File: src/rtl/byte_serializer.sv
// Byte-to-bit serializer for the physical lane: sends a fixed idle/sync run after reset,
// then shifts out upstream bytes, and fills any slot that upstream leaves empty with an idle byte.
module byte_serializer #(
    parameter logic [7:0]  IDLE_BYTE  = 8'hBC,
    parameter int unsigned SYNC_BYTES = 4,
    parameter bit          MSB_FIRST  = 1'b1
) (
    input  logic       clk,
    input  logic       rst,
    input  logic       enb,
    input  logic [7:0] dataIn,
    input  logic       validIn,
    output logic       serialOut,
    output logic       byteStart,
    output logic       dataAck,
    output logic       linkUp
);
    typedef enum logic {ST_SYNC = 1'b0, ST_ACTIVE = 1'b1} state_t;

    localparam logic [7:0] LAST_SYNC = 8'(SYNC_BYTES - 1);

    logic [2:0] r_bit_cnt;
    logic [7:0] r_sreg;
    logic [7:0] r_sync_cnt;
    state_t     r_state;

    logic       w_load;
    logic       w_take_data;
    logic [7:0] w_next_byte;
    logic [7:0] w_load_byte;

    assign w_load      = (r_bit_cnt == 3'd7);
    assign w_take_data = (r_state == ST_ACTIVE) && validIn;
    assign w_next_byte = w_take_data ? dataIn : IDLE_BYTE;

    // Bit-reorder at load time so the first bit on the wire always sits in sreg[7].
    always_comb begin
        w_load_byte = w_next_byte;
        if (!MSB_FIRST) begin
            for (int i = 0; i < 8; i++) begin
                w_load_byte[i] = w_next_byte[7-i];
            end
        end
    end

    // NOTE: all state and outputs use non-blocking assignments so every register
    // samples pre-edge values; blocking here would let sreg feed serialOut a cycle early.
    always_ff @(posedge clk) begin
        if (rst) begin
            r_bit_cnt  <= 3'd7;
            r_sreg     <= 8'd0;
            r_sync_cnt <= 8'd0;
            r_state    <= ST_SYNC;
            serialOut  <= 1'b0;
            byteStart  <= 1'b0;
            dataAck    <= 1'b0;
            linkUp     <= 1'b0;
        end else if (enb) begin
            linkUp <= (r_state == ST_ACTIVE);
            if (w_load) begin
                r_bit_cnt <= 3'd0;
                r_sreg    <= w_load_byte;
                serialOut <= w_load_byte[7];
                byteStart <= 1'b1;
                dataAck   <= w_take_data;
                // syncCnt only advances during SYNC, so it cannot wrap once ACTIVE.
                if (r_state == ST_SYNC) begin
                    r_sync_cnt <= r_sync_cnt + 8'd1;
                    if (r_sync_cnt == LAST_SYNC) begin
                        r_state <= ST_ACTIVE;
                    end
                end
            end else begin
                r_bit_cnt <= r_bit_cnt + 3'd1;
                r_sreg    <= {r_sreg[6:0], 1'b0};
                serialOut <= r_sreg[6];
                byteStart <= 1'b0;
                dataAck   <= 1'b0;
            end
        end else begin
            // Stalled: the bit in flight is stretched, only the ack pulse is cleared.
            dataAck <= 1'b0;
        end
    end

endmodule

File: config.mk
export PLATFORM = sky130hd
export DESIGN_NAME = byte_serializer
export DESIGN_NICKNAME = d
export VERILOG_FILES = /design/src/rtl/byte_serializer.sv
export SDC_FILE = /design/constraint.sdc
export NUM_CORES = 1
export LEC_CHECK = 0
export CORE_MARGIN = 3
export CORE_UTILIZATION = 55
export CTS_CLUSTER_SIZE = 30
export DETAILED_ROUTE_END_ITERATION = 7
export GPL_TIMING_DRIVEN = 0
export PLACE_DENSITY_LB_ADDON = 0.15
export SLEW_MARGIN = 0
export SYNTH_ARGS = -nofsm -noshare
export SYNTH_HDL_FRONTEND = slang
export SYNTH_SLANG_ARGS = --single-unit
File: constraint.sdc
create_clock -name clk -period 3.2 [get_ports clk]
set_input_delay 0.64 -clock clk [delete_from_list [all_inputs] [get_ports clk]]
set_output_delay 0.64 -clock clk [all_outputs]
set_load 0.1 [all_outputs]
After elaboration in Yosys (flattened, before gate mapping)
Index checks and enable logic that the tools add are counted.
W data, S select, Z words.

operators by class
  $add $sub $neg = 2
  multiply operators = 0
  div/mod/pow operators = 0
  $lt $le $gt $ge = 0
  eq/ne operators = 2
  shifts and indexed selects = 0
  mux-type cells = 7
  bitwise logic cells = 3
  reductions and logical operators = 4

operator list
  kind                   count
  $add A8 B1 Y8 const B  1
  $eq A8 B2 Y1 const B   1
  $mux W8                1
  $mux W7                1
  $mux W1                4
  $add A3 B1 Y3 const B  1
  $eq A3 B3 Y1 const B   1
  $mux W3                1
  $not A1 Y1             3
  $reduce_and A3 Y1      1
  $reduce_or A3 Y1       1
  $reduce_and A2 Y1      1
  $logic_and A1 B1 Y1    1

word-level totals
  register bits = 23
  latch bits = 0
  bits in writable memories = 0
  memory bits (read-only) = 0
  bits of input ports = 12
  memories = 0

Logic depth before layout (Yosys ltp)
Gate-level depths: netlist of run 1.

  depth in word-level cells = 3
  depth in mapped cells = 6
  mapped depth without buffers = 5

Worst setup path after synthesis of run 1
No wires, ideal clock.

  kind = in2reg
  start = in enb
  end = reg r_sync_cnt[7]
  setup time = 0.071 ns
  arrival = 1.600 ns
  data required time = 3.129 ns
  path slack = 1.530 ns
  stages on the path = 5
  buffers on the path = 2
  path through = buf_4 -> nand3b_4 -> buf_6 -> or4_1 -> a21oi_1

on the way
  longest elaborated chain between the ends = 1

RTL lines
  element                      RTL line  text
  start: declaration           10        input logic enb,
  $reduce_and A3 Y1 (no line)  -
  end signal: assignment       68        r_sync_cnt <= r_sync_cnt + 8'd1;
  end: declaration             24        logic [7:0] r_sync_cnt;

Every way passes these cells.
A chain may end at the register's enable or synchronous reset.

Final worst setup path of run 1
  start = reg serialOut
  end = out serialOut

RTL lines
  element                   RTL line  text
  start: declaration        13        output logic serialOut,
  start signal: assignment  63        serialOut <= w_load_byte[7];
  start signal: assignment  76        serialOut <= r_sreg[6];

No word-level cell between the ends.

==> reports/results.txt, run 1 <==
Crit. End Element -> primary output
number of global-route vias before repair -> 856
Nets -> 148
Synth Area in Simple Gates -> 0.257
Setup WS pre-CTS -> 1110 ps
hold-fix buffers at CTS -> 0
Final GP Congestion -> 0.776
stages on the worst setup path -> 1
Fin Setup TNS -> 0 ps
crit-path cells -> clkdlybuf4s50_1
ant diodes -> 0
Syn. warnings -> 0
IO buf count -> 14
Die W -> 49.9 um
Peak Freq -> 0.409 GHz
post-synthesis compound-gate area fraction -> 0.177
die height -> 49.9 um
crit-path max FO -> 2
Worst Tran Pin Value -> 966 ps
Area growth, synth to finish -> 18.7%
vias post-DR -> 934
Distinct cells, synth -> 28
Post-synth EDFFs -> 0
largest net degree at the start of global routing -> 13
Worst path max stage delay -> 1140 ps
CTS tree -> done
Synth Register Bits -> 23
Async S/R FF share, synth -> 0
register area share after synthesis -> 0.435
mux cell area share after synthesis -> 0.0284
Setup Fix Bufs, Post-CTS -> 0
post-synthesis xor/xnor area fraction -> 0.0165
RSZ-0062 raised after global routing -> no
buffers and inverters on the worst path -> 1
max-slew violation count -> 0
Total GRT Usage -> 0.195
Post-DP HPWL -> 1.54 mm
Initial Util -> 0.600
drc violations -> 0
cell family with most CP delay -> buffers and inverters
WHS Path Cells -> 2
clk_lat worst skew -> 300 ps
WP data arrival -> 1810 ps
maximum vdd drop -> 0.283 mV
area of the die -> 2490 um^2
clock sinks -> 23
CTS Root Cell -> clkbuf_4
top_reg_cell synth -> dfxtp_1
TritonRoute pass-1 iters -> 4
largest family of logic cells by synthesized area -> simple AND/OR/NAND/NOR gates
Post-Route WL -> 2.19 mm
Leak -> 0.439 nW
pwr/cell area -> 435 nW/um^2
Row Count -> 15
first-pass GRT wire length -> 3.73 mm
commonest non-fill, non-tap cell in the layout -> dfxtp_1
initial antenna violation count -> 0
synthesized cell area -> 1060 um^2
Bufs on Longest Clock Path -> 2
wire per inst -> 14.0 um
share of cells above drive strength 1 -> 0.0687
# setup viols final -> 0
most frequent cells in the layout -> dfxtp_1 (23), clkdlybuf4s50_1 (14), nand2b_1 (13), a21oi_1 (12), nor2_1 (8)
Antenna Nets Post-Route -> 0
Final Skew -> 5.24 ps
max-cap viol count -> 0
status -> complete, no violations
GRT overflow -> 0
Final Hold Viols -> 0
fin crit share -> 0.765
HP Class -> register to register
Util after Layout -> 0.712
r2r worst-path depth -> 6
Critical Path Source Type -> register
headroom to the max-slew limit -> 0.354
H-Tree Depth -> 1
Tmin final -> 2450 ps
Initial DRC Count -> 16
clk slew on worst S/H paths -> 120 ps
Core Region -> 1760 um^2
Mapped Cells -> 113
syn nets -> 129
syn_area_per_cell -> 9.37 um^2
I/O pin count -> 16
worst setup path class -> register to primary output
PostCTS Resize Cnt -> 0
Num CTS Buffers -> 3
detail-routed via count per cell -> 5.99
worst path required time -> 2560 ps
final worst slack -> 753 ps
Post-Synth Adder-Cell Area -> 0.0473
Crit-path slowest cell -> clkdlybuf4s50_1
## routing by layer
layer / GRT usage / vias up / part of all wire
met1: 0.248 / 457 / 0.49
met3: 0.0393 / 5 / 0.041
met2: 0.315 / 21 / 0.45
met5: 0 / - / 0
li1: - / 451 / -
met4: 0.0876 / 0 / 0.017
## Yosys cell counts, types with 3 or more instances
master,number,area [um^2]
nand2_1,5,18.8
a21oi_1,12,60.1
dfxtp_1,23,460
clkbuf_1,5,18.8
nand3_1,3,15.0
nand2b_1,13,81.3
nor2_1,8,30.0
or4_1,3,22.5
ha_1,4,50.1
mux2i_1,3,30.0
nand4_1,3,18.8
o221ai_1,5,43.8
o31ai_1,4,30.0
## through the flow
step                total power, W  instance area [um^2]  std cells  hold slack [ps]
floorplan                 0.000387                  1060        113              445
global placement          0.000417                  1230        152              456
detailed placement        0.000421                  1230        152              464
CTS                       0.000551                  1260        156              482
global route              0.000571                  1260        156              500
finish                    0.000546                  1260        156              478
## layout make-up
class                      instances  area [um^2]
sequential                        23          460
inverter                           1         3.75
tap                               25         31.3
multi-input combinational         82          557
clock buffer                       4         26.3
timing repair buffer              14          140
buffer                             7         37.5
fill                             160          508
## cell families (layout without fill, tap and decap cells)
logic type | Yosys count | count (layout)
simple gates | 45 | 45
compound gates | 28 | 28
flops | 23 | 23
buf+inv | 8 | 26
fa+ha+maj | 4 | 4
mux | 3 | 3
xor+xnor | 2 | 2
## where the power goes
group | internal, W | leakage (nW) | switching, W
Sequential | 0.000300 | 0.188 | 0.00000875
Combinational | 0.0000451 | 0.237 | 0.0000610
Clock | 0.0000486 | 0.0150 | 0.0000820
## registers in the layout, indices dropped and copies added, names as in the netlist
register,cells
byteStart,1
r_state,1
r_bit_cnt,3
r_sreg,7
linkUp,1
serialOut,1
r_sync_cnt,8
dataAck,1
## worst paths after layout
path	start	endpoint	slack (ps)
worst max-delay path	serialOut	serialOut	750
worst min-delay path	r_sreg[2]	r_sreg[2]	480
worst max register to register	r_bit_cnt[0]	r_sync_cnt[7]	1370
worst min register to register	r_sreg[2]	r_sreg[2]	480
Note: power is estimated with default switching activity, not from simulation.
==> run 2, diff against run 1 <==
Settings changed: CORE_ASPECT_RATIO set to 1.5, CORE_UTILIZATION 55 to 46.
Clock period 3.2 ns to 2.1 ns, I/O delays scaled along.
==> run 2 against run 1 <==
Sequential cell count did not move; first-iteration DRC count up 31%; worst hold slack worse by 24 ps; sequential share of layout area rose by 0.22 points; cell count is 1.9% lower; count of clock-buffer cells in the layout fell by 1; global-route usage is 2.3 points lower; critical path depth unchanged; highest routed layer unchanged; clock skew decreased by 3.1 ps; register-to-register slack got worse by 1100 ps; combinational power rose by 48%; via count is 4.2% lower.
==> reports/results.txt, run 2 (synthesis results as in run 1) <==
Worst Tran Pin Value -> 953 ps
number of global-route vias before repair -> 871
Final GP Congestion -> 0.770
most frequent cells in the layout -> dfxtp_1 (23), nand2b_1 (13), a21oi_1 (12), clkdlybuf4s50_1 (10), nor2_1 (8)
GRT overflow -> 0
Worst path max stage delay -> 850 ps
buffers and inverters on the worst path -> 1
Crit. End Element -> primary output
share of cells above drive strength 1 -> 0.0763
Nets -> 148
Post-DP HPWL -> 1.63 mm
hold-fix buffers at CTS -> 0
Die W -> 45.2 um
initial antenna violation count -> 0
worst path required time -> 1680 ps
max FFs per register -> 8
headroom to the max-slew limit -> 0.367
clk_lat worst skew -> 310 ps
H-Tree Depth -> 1
crit-path max FO -> 2
fin crit share -> 0.919
Crit-path slowest cell -> dlygate4sd2_1
Clk pwr share -> 0.242
Fillers -> 196
Area growth, synth to finish -> 18.0%
Initial Util -> 0.504
wire per inst -> 14.4 um
placed cell area -> 1230 um^2
Final Skew -> 2.19 ps
max-slew violation count -> 0
Largest Register -> r_sync_cnt
die height -> 64.8 um
TritonRoute pass-1 iters -> 4
pwr/cell area -> 663 nW/um^2
Total GRT Usage -> 0.171
Setup Fix Bufs, Post-CTS -> 0
overall power -> 0.000828 W
biggest registers after layout -> r_sync_cnt: 8 flops, r_sreg: 7 flops, r_bit_cnt: 3 flops
Fin Setup TNS -> 0 ps
Num CTS Buffers -> 3
Initial DRC Count -> 21
CTS tree -> done
post-route cell area -> 1250 um^2
IO buf count -> 14
ant diodes -> 0
Critical Path Source Type -> register
clk slew on worst S/H paths -> 120 ps
RSZ-0062 raised after global routing -> no
sw frac -> 0.282
Post-Route WL -> 2.20 mm
Core Region -> 2100 um^2
drc violations -> 0
area of the die -> 2920 um^2
detail-routed via count per cell -> 5.85
maximum vdd drop -> 0.457 mV
Final Hold Viols -> 0
max-cap viol count -> 0
vias post-DR -> 895
CTS Root Cell -> clkbuf_4
cell family with most CP delay -> buffers and inverters
clock sinks -> 23
worst setup path class -> register to primary output
first-pass GRT wire length -> 3.82 mm
largest net degree at the start of global routing -> 14
Antenna Nets Post-Route -> 0
Pint -> 0.000595 W
WP data arrival -> 1510 ps
Row Count -> 20
HP Class -> input pin to register
status -> complete, no violations
Tmin final -> 1930 ps
Switch Pwr -> 0.000233 W
Reg power frac -> 0.568
Leak -> 0.460 nW
I/O pin count -> 16
commonest non-fill, non-tap cell in the layout -> dfxtp_1
Peak Freq -> 0.518 GHz
# setup viols final -> 0
crit-path cells -> dlygate4sd2_1
Bufs on Longest Clock Path -> 2
Comb power frac -> 0.190
-- run 2: cell count changes in the layout (fill, tap and decap cells not counted), sizes merged --
| cell | change |
|---|---|
| clkbuf | -1 |
| clkinv | +1 |
| clkdlybuf4s50 | -4 |
| dlygate4sd2 | +4 |
-- run 2: area by class of cell --
cell class / count / area [um^2] / area share
Timing Repair Buffer: 14 / 135 / 0.108
Buffer: 7 / 37.5 / 0.0301
Tap cell: 22 / 27.5 / 0.0220
Multi-Input combinational cell: 82 / 557 / 0.446
Clock inverter: 1 / 5.00 / 0.00401
Sequential cell: 23 / 460 / 0.369
Inverter: 1 / 3.75 / 0.00301
Clock buffer: 3 / 22.5 / 0.0180
-- run 2: tightest hold or removal path, delay by kind of cell --
kind / cells / cell delay (ps)
AOI/OAI and AO/OA: 1 / 50
buffers and inverters: 1 / 140
and+or+nand+nor: 1 / 110
-- run 2: stage by stage --
step	instances	setup WS, ps	util	hold WS, ps
floorplan	113	469	-	445
global placement	149	240	0.583	458
detailed placement	149	235	0.583	460
CTS	153	151	0.594	445
global route	153	106	0.594	455
finish	153	171	0.594	454
-- run 2: timing repair --
action,4_1_cts,5_1_grt
endpoints found under the hold margin,0,0
resized for setup,4,0
endpoints found under the setup margin,4,0
-- run 2: path summary, 6_finish.rpt --
check	slack, ps	cells after the start	startpoint	endpoint
max	170	1	serialOut	serialOut
min	450	3	enb	r_sreg[0]
max reg2reg	240	6	r_bit_cnt[0]	r_sync_cnt[7]
min reg2reg	480	2	r_sreg[2]	r_sreg[2]
-- run 2: metal layers --
layer,up-vias,part of all wire,GRT usage
li1,455,-,-
met3,4,0.042,0.0278
met1,411,0.43,0.214
met2,25,0.51,0.284
met5,-,0,0
met4,0,0.014,0.0659
-- run 2: power groups by stage --
stage                     combinational, W  sequential [W]  clock, W
after detailed placement          0.000161        0.000481         0
after floorplan                  0.0000883        0.000502         0
after global routing              0.000174        0.000473  0.000233
final                             0.000157        0.000471  0.000200
after global placement            0.000157        0.000480         0
after CTS                         0.000160        0.000471  0.000211
==> variant 1 (flow settings as in run 2) <==
Reset style: asynchronous (`rst`), changed in one clocked block. Comments in the files are not updated.
--- a/src/rtl/byte_serializer.sv
+++ b/src/rtl/byte_serializer.sv
@@ -47,3 +47,3 @@
     // samples pre-edge values; blocking here would let sreg feed serialOut a cycle early.
-    always_ff @(posedge clk) begin
+    always_ff @(posedge clk or posedge rst) begin
         if (rst) begin
Behaviour: differs if rst is asserted again (counterexample within 4 cycles, from zero or initial values and one cycle with rst high); with rst held inactive, the same outputs for 10 cycles.
==> variant 1 against run 2 <==
Hold slack improved by 0.032 ns; routed wire length shrank 16%; cell area is 2.6% higher; first-iteration DRC count down 67%; setup slack worse by 0.035 ns; area after synthesis rose by 1.9%; sequential cell count is the same; clock skew grew 0.0070 ns; count of clock-buffer cells in the layout is the same; register-to-register slack better by 0.18 ns.
Power is not compared: it rests on default switching activity, and its combinational part moved more than twofold at a synthesized area within 25%.
==> variant 1: results (changes against run 2) <==
| Metric | Value |
|---|---|
| Hold Crit Class | `reg2reg` |
| Nets | `124 (-16%)` |
| Initial detailed-routing violation count | `7 (-67%)` |
| CTS root buffer | `clkbuf_4` |
| Final HPWL DP | `1403 um (-14%)` |
| Routed WL | `1859 um (-16%)` |
| Syn Inst Count | `88 (-22%)` |
| Placed insts | `125 (-16%)` |
| Synth unique cells | `26 (-7.1%)` |
| Ys Warns | `0 (unchanged)` |
| CP max stage delay | `0.86 ns` |
| Synth cell count leaders | `20 x dfrtp_1, 13 x nor2_1, 6 x nand2_1` |
| Layout cells sized above 1 | `19.63% (+12 points)` |
| Synth Net Count | `104 (-19%)` |
| Placer Congestion | `0.7236 (-6.0%)` |
| Post-synthesis sequential area ratio | `53.71% (+10 points)` |
| Vias in the first global route | `758 (-13%)` |
| Largest net degree at the start of global routing | `24 (+10)` |
| Clock buffer depth | `2 (unchanged)` |
| DR WL/cell | `14.41 um (+0.22%)` |
| Largest vdd supply drop | `about 0.63 mV` |
| Area after DPL | `0.001256 mm2 (+2.4%)` |
| CP top delay family | `buffers and inverters` |
| Status | `completed` |
| GRT Resource Usage Total | `14.73% (-2.4 points)` |
| Slew of the pin with the lowest slew margin | `0.9597 ns (+0.006269 ns)` |
| Synth area leaders | `dfrtp_1 46%, dfstp_2 7.3%, mux2_2 5.2%, ha_1 4.6%, nor2_1 4.5%` |
| Via count | `722 (-19%)` |
| Clk_skew | `0.009175 ns (+0.006988 ns)` |
| First-pass GRT wire length | `3243 um (-15%)` |
| Port Buffers | `15 (+1)` |
| Pre-CTS WS | `0.2090 ns (-0.02615 ns)` |
| Ys async rst share | `100.0% (+100 points)` |
| Critical path data arrival time | `1.54 ns (+0.03 ns)` |
| Clock Latency Late Sink | `about 0.32 ns` |
## variant 1: cell families (layout without fill, tap and decap cells)
kind of cell	after synthesis	count (layout)	synth area share [%]
AND/OR/NAND/NOR	31	31	18.21
AO/OA/AOI/OAI	9	9	6.381
flip-flops	23	23	53.71
XOR/XNOR	7	7	5.685
buffers and inverters	7	26	3.828
adder cells (fa/ha/maj)	4	4	4.641
multiplexers	7	7	7.540
## variant 1: layout make-up
cell class | instances | area, um2
Tap cell | 22 | 27.53
Sequential cell | 23 | 579.3
Inverter | 5 | 18.77
Timing Repair Buffer | 15 | 145.1
Clock buffer | 3 | 22.52
Buffer | 2 | 22.52
Multi-Input combinational cell | 58 | 457.9
Clock inverter | 1 | 7.507
Fill cell | 186 | 845.8
## variant 1: power by group through the flow
stage / clock network [mW] / registers, mW / logic [mW]
2_1_floorplan: 0 / 0.863 / 0.282
3_3_place_gp: 0 / 0.696 / 0.580
3_5_place_dp: 0 / 0.707 / 0.596
4_1_cts: 0.221 / 0.696 / 0.581
5_1_grt: 0.234 / 0.716 / 0.616
6_report: 0.209 / 0.693 / 0.572
## variant 1: layer usage
metal | share of wire [%] | vias to the layer above | global-route usage (%)
met3 | 5.5 | 5 | 2.192
met4 | 2.5 | 0 | 8.791
li1 | - | 345 | -
met5 | 0 | - | 0
met1 | 41 | 357 | 16.85
met2 | 51 | 15 | 24.65
## variant 1: what timing repair did
item / in CTS / in global routing
gates resized for setup: 4 / 0
buffers inserted: 0 / 0
endpoints found under the setup margin: 4 / 0
endpoints found under the hold margin: 0 / 0
## variant 1: path summary, 6_finish.rpt
path,cells after the start,start,slack [ns],endpoint
max,1,serialOut,0.14,serialOut
min,1,r_sync_cnt[7],0.49,r_sync_cnt[7]
max reg2reg,5,r_bit_cnt[0],0.42,r_sync_cnt[5]
min reg2reg,1,r_sync_cnt[7],0.49,r_sync_cnt[7]
max in group asynchronous,2,rst,1.02,r_sreg[3]
min in group asynchronous,2,rst,0.55,dataAck
==> variant 2 (config.mk and constraints of run 2) <==
Without the edit above. Set the parameter `MSB_FIRST` to 1'b0 (it was 1'b1).
--- a/src/rtl/byte_serializer.sv
+++ b/src/rtl/byte_serializer.sv
@@ -5,3 +5,3 @@
     parameter int unsigned SYNC_BYTES = 4,
-    parameter bit          MSB_FIRST  = 1'b1
+    parameter bit          MSB_FIRST  = 1'b0
 ) (
Function: changed (a bounded check fails within 4 cycles, from zero or initial values and one cycle with rst high).
==> variant 2 against run 2 <==
Non-clock buffer count grew 1; sequential cell count did not move; routed wire length decreased by 2.5%; total power is 0.13% higher; critical path type unchanged; setup slack got worse by 0.012 ns; cell count is 2.6% lower; cell area shrank 1.7%; area after synthesis decreased by 1.9%.
==> variant 2: results (changes against run 2) <==
| Metric | Value |
|---|---|
| Status | `completed` |
| Initial detailed-routing violation count | `26 (+24%)` |
| Worst Hold Depth | `2 (-1)` |
| Nets | `144 (-2.7%)` |
| Vias in the first global route | `900 (+3.3%)` |
| Post-synthesis sequential area ratio | `44.34% (+0.84 points)` |
| Clk_skew | `0.009583 ns (+0.007396 ns)` |
| RR Startpoint | `r_bit_cnt[0]` |
| Post-synthesis mux area share | `2.892% (+0.055 points)` |
| Final hold slack | `0.4883 ns (+0.03433 ns)` |
| Synth Area in Compound Gates | `18.31% (+0.58 points)` |
| Pre-CTS WS | `0.2382 ns (+0.003147 ns)` |
| Layout cells sized above 1 | `7.087% (-0.55 points)` |
| Worst r2r dst | `r_sreg[5]` |
| Adder-cell share of the synthesized area | `4.819% (+0.091 points)` |
| Largest net degree at the start of global routing | `13 (-1)` |
| First-pass GRT wire length | `3822 um (unchanged)` |
| Final HPWL DP | `1569 um (-3.8%)` |
| GRT Resource Usage Total | `17.39% (+0.25 points)` |
| XOR/XNOR Fraction of Synth Area | `1.687% (+0.032 points)` |
| DRT Pass-1 Iters | `5 (+1)` |
| Max-Slew Margin vs Limit | `36.55% (-0.14 points)` |
| Hold endpoint | `r_sreg[0]` |
| Reg2reg setup slack | `0.18 ns (-0.06 ns)` |
| Largest vdd supply drop | `0.4387 mV (-4.0%)` |
| Synth cell count leaders | `23 x dfxtp_1, 11 x a21oi_1, 9 x nor2_1` |
| Synth area leaders | `dfxtp_1 44%, a21oi_1 5.3%, ha_1 4.8%, nand2b_1 4.8%, o221ai_1 3.4%` |
| Filler Cell Count | `194 (-1.0%)` |
| Routed WL | `2144 um (-2.5%)` |
| Total CTS buffers | `3 (unchanged)` |
| Hold Crit Class | `reg2reg` |
| Synth unique cells | `30 (+7.1%)` |
| Hold Startpoint | `r_sreg[0]` |
-- variant 2: worst min-delay path: cells and delay by family, from the launching register on --
family / cells / cell delay, ns
flops: 1 / 0.34
simple gates: 1 / 0.07
compound gates: 1 / 0.06
-- variant 2: metrics by stage --
step	cells	total power, mW	instance area [um2]
final	149	0.8295	1227
after global routing	149	0.8697	1227
after CTS	149	0.8354	1227
after detailed placement	145	0.6332	1206
after global placement	145	0.6276	1206
after floorplan	109	0.5821	1039
-- variant 2: cell type report --
type                    instances  area share (%)
plain buffers                   8           3.772
clock buffers                   4           2.141
inverters                       1          0.3058
multi-input cells              77           43.02
flip-flops and latches         23           37.51
well taps                      22           2.243
repair buffers                 14           11.01
-- variant 2: per-layer routing --
metal | GRT usage (%) | share of wire, %
met2 | 28.06 | 50
met1 | 20.80 | 44
met3 | 3.099 | 3.3
met5 | 0 | 0
met4 | 9.890 | 2.7
-- variant 2: what timing repair did --
| item | 4_1_cts | 5_1_grt |
|---|---|---|
| resized for setup | 4 | 0 |
| endpoints found under the setup margin | 4 | 0 |
| endpoints found under the hold margin | 0 | 0 |
-- variant 2: kinds of logic after synthesis --
logic type	count (synthesis)
flip-flops	23
XOR/XNOR	2
multiplexers	3
buffers and inverters	9
adder cells (fa/ha/maj)	4
AO/OA/AOI/OAI	28
AND/OR/NAND/NOR	40
-- variant 2: how the worst max path moves through the flow --
stage	slack [ns]	endpoint	from
floorplan	0.46	r_sync_cnt[7]	r_bit_cnt[0]
global placement	0.24	byteStart	byteStart
detailed placement	0.24	serialOut	serialOut
CTS	0.15	linkUp	linkUp
global route	0.03	r_sreg[5]	r_bit_cnt[0]
finish	0.16	serialOut	serialOut
-- variant 2: power by group --
part           internal [mW]  switching (mW)
Clock                 0.0743           0.134
Combinational         0.0634          0.0847
Sequential             0.459          0.0139
Total                  0.597           0.233
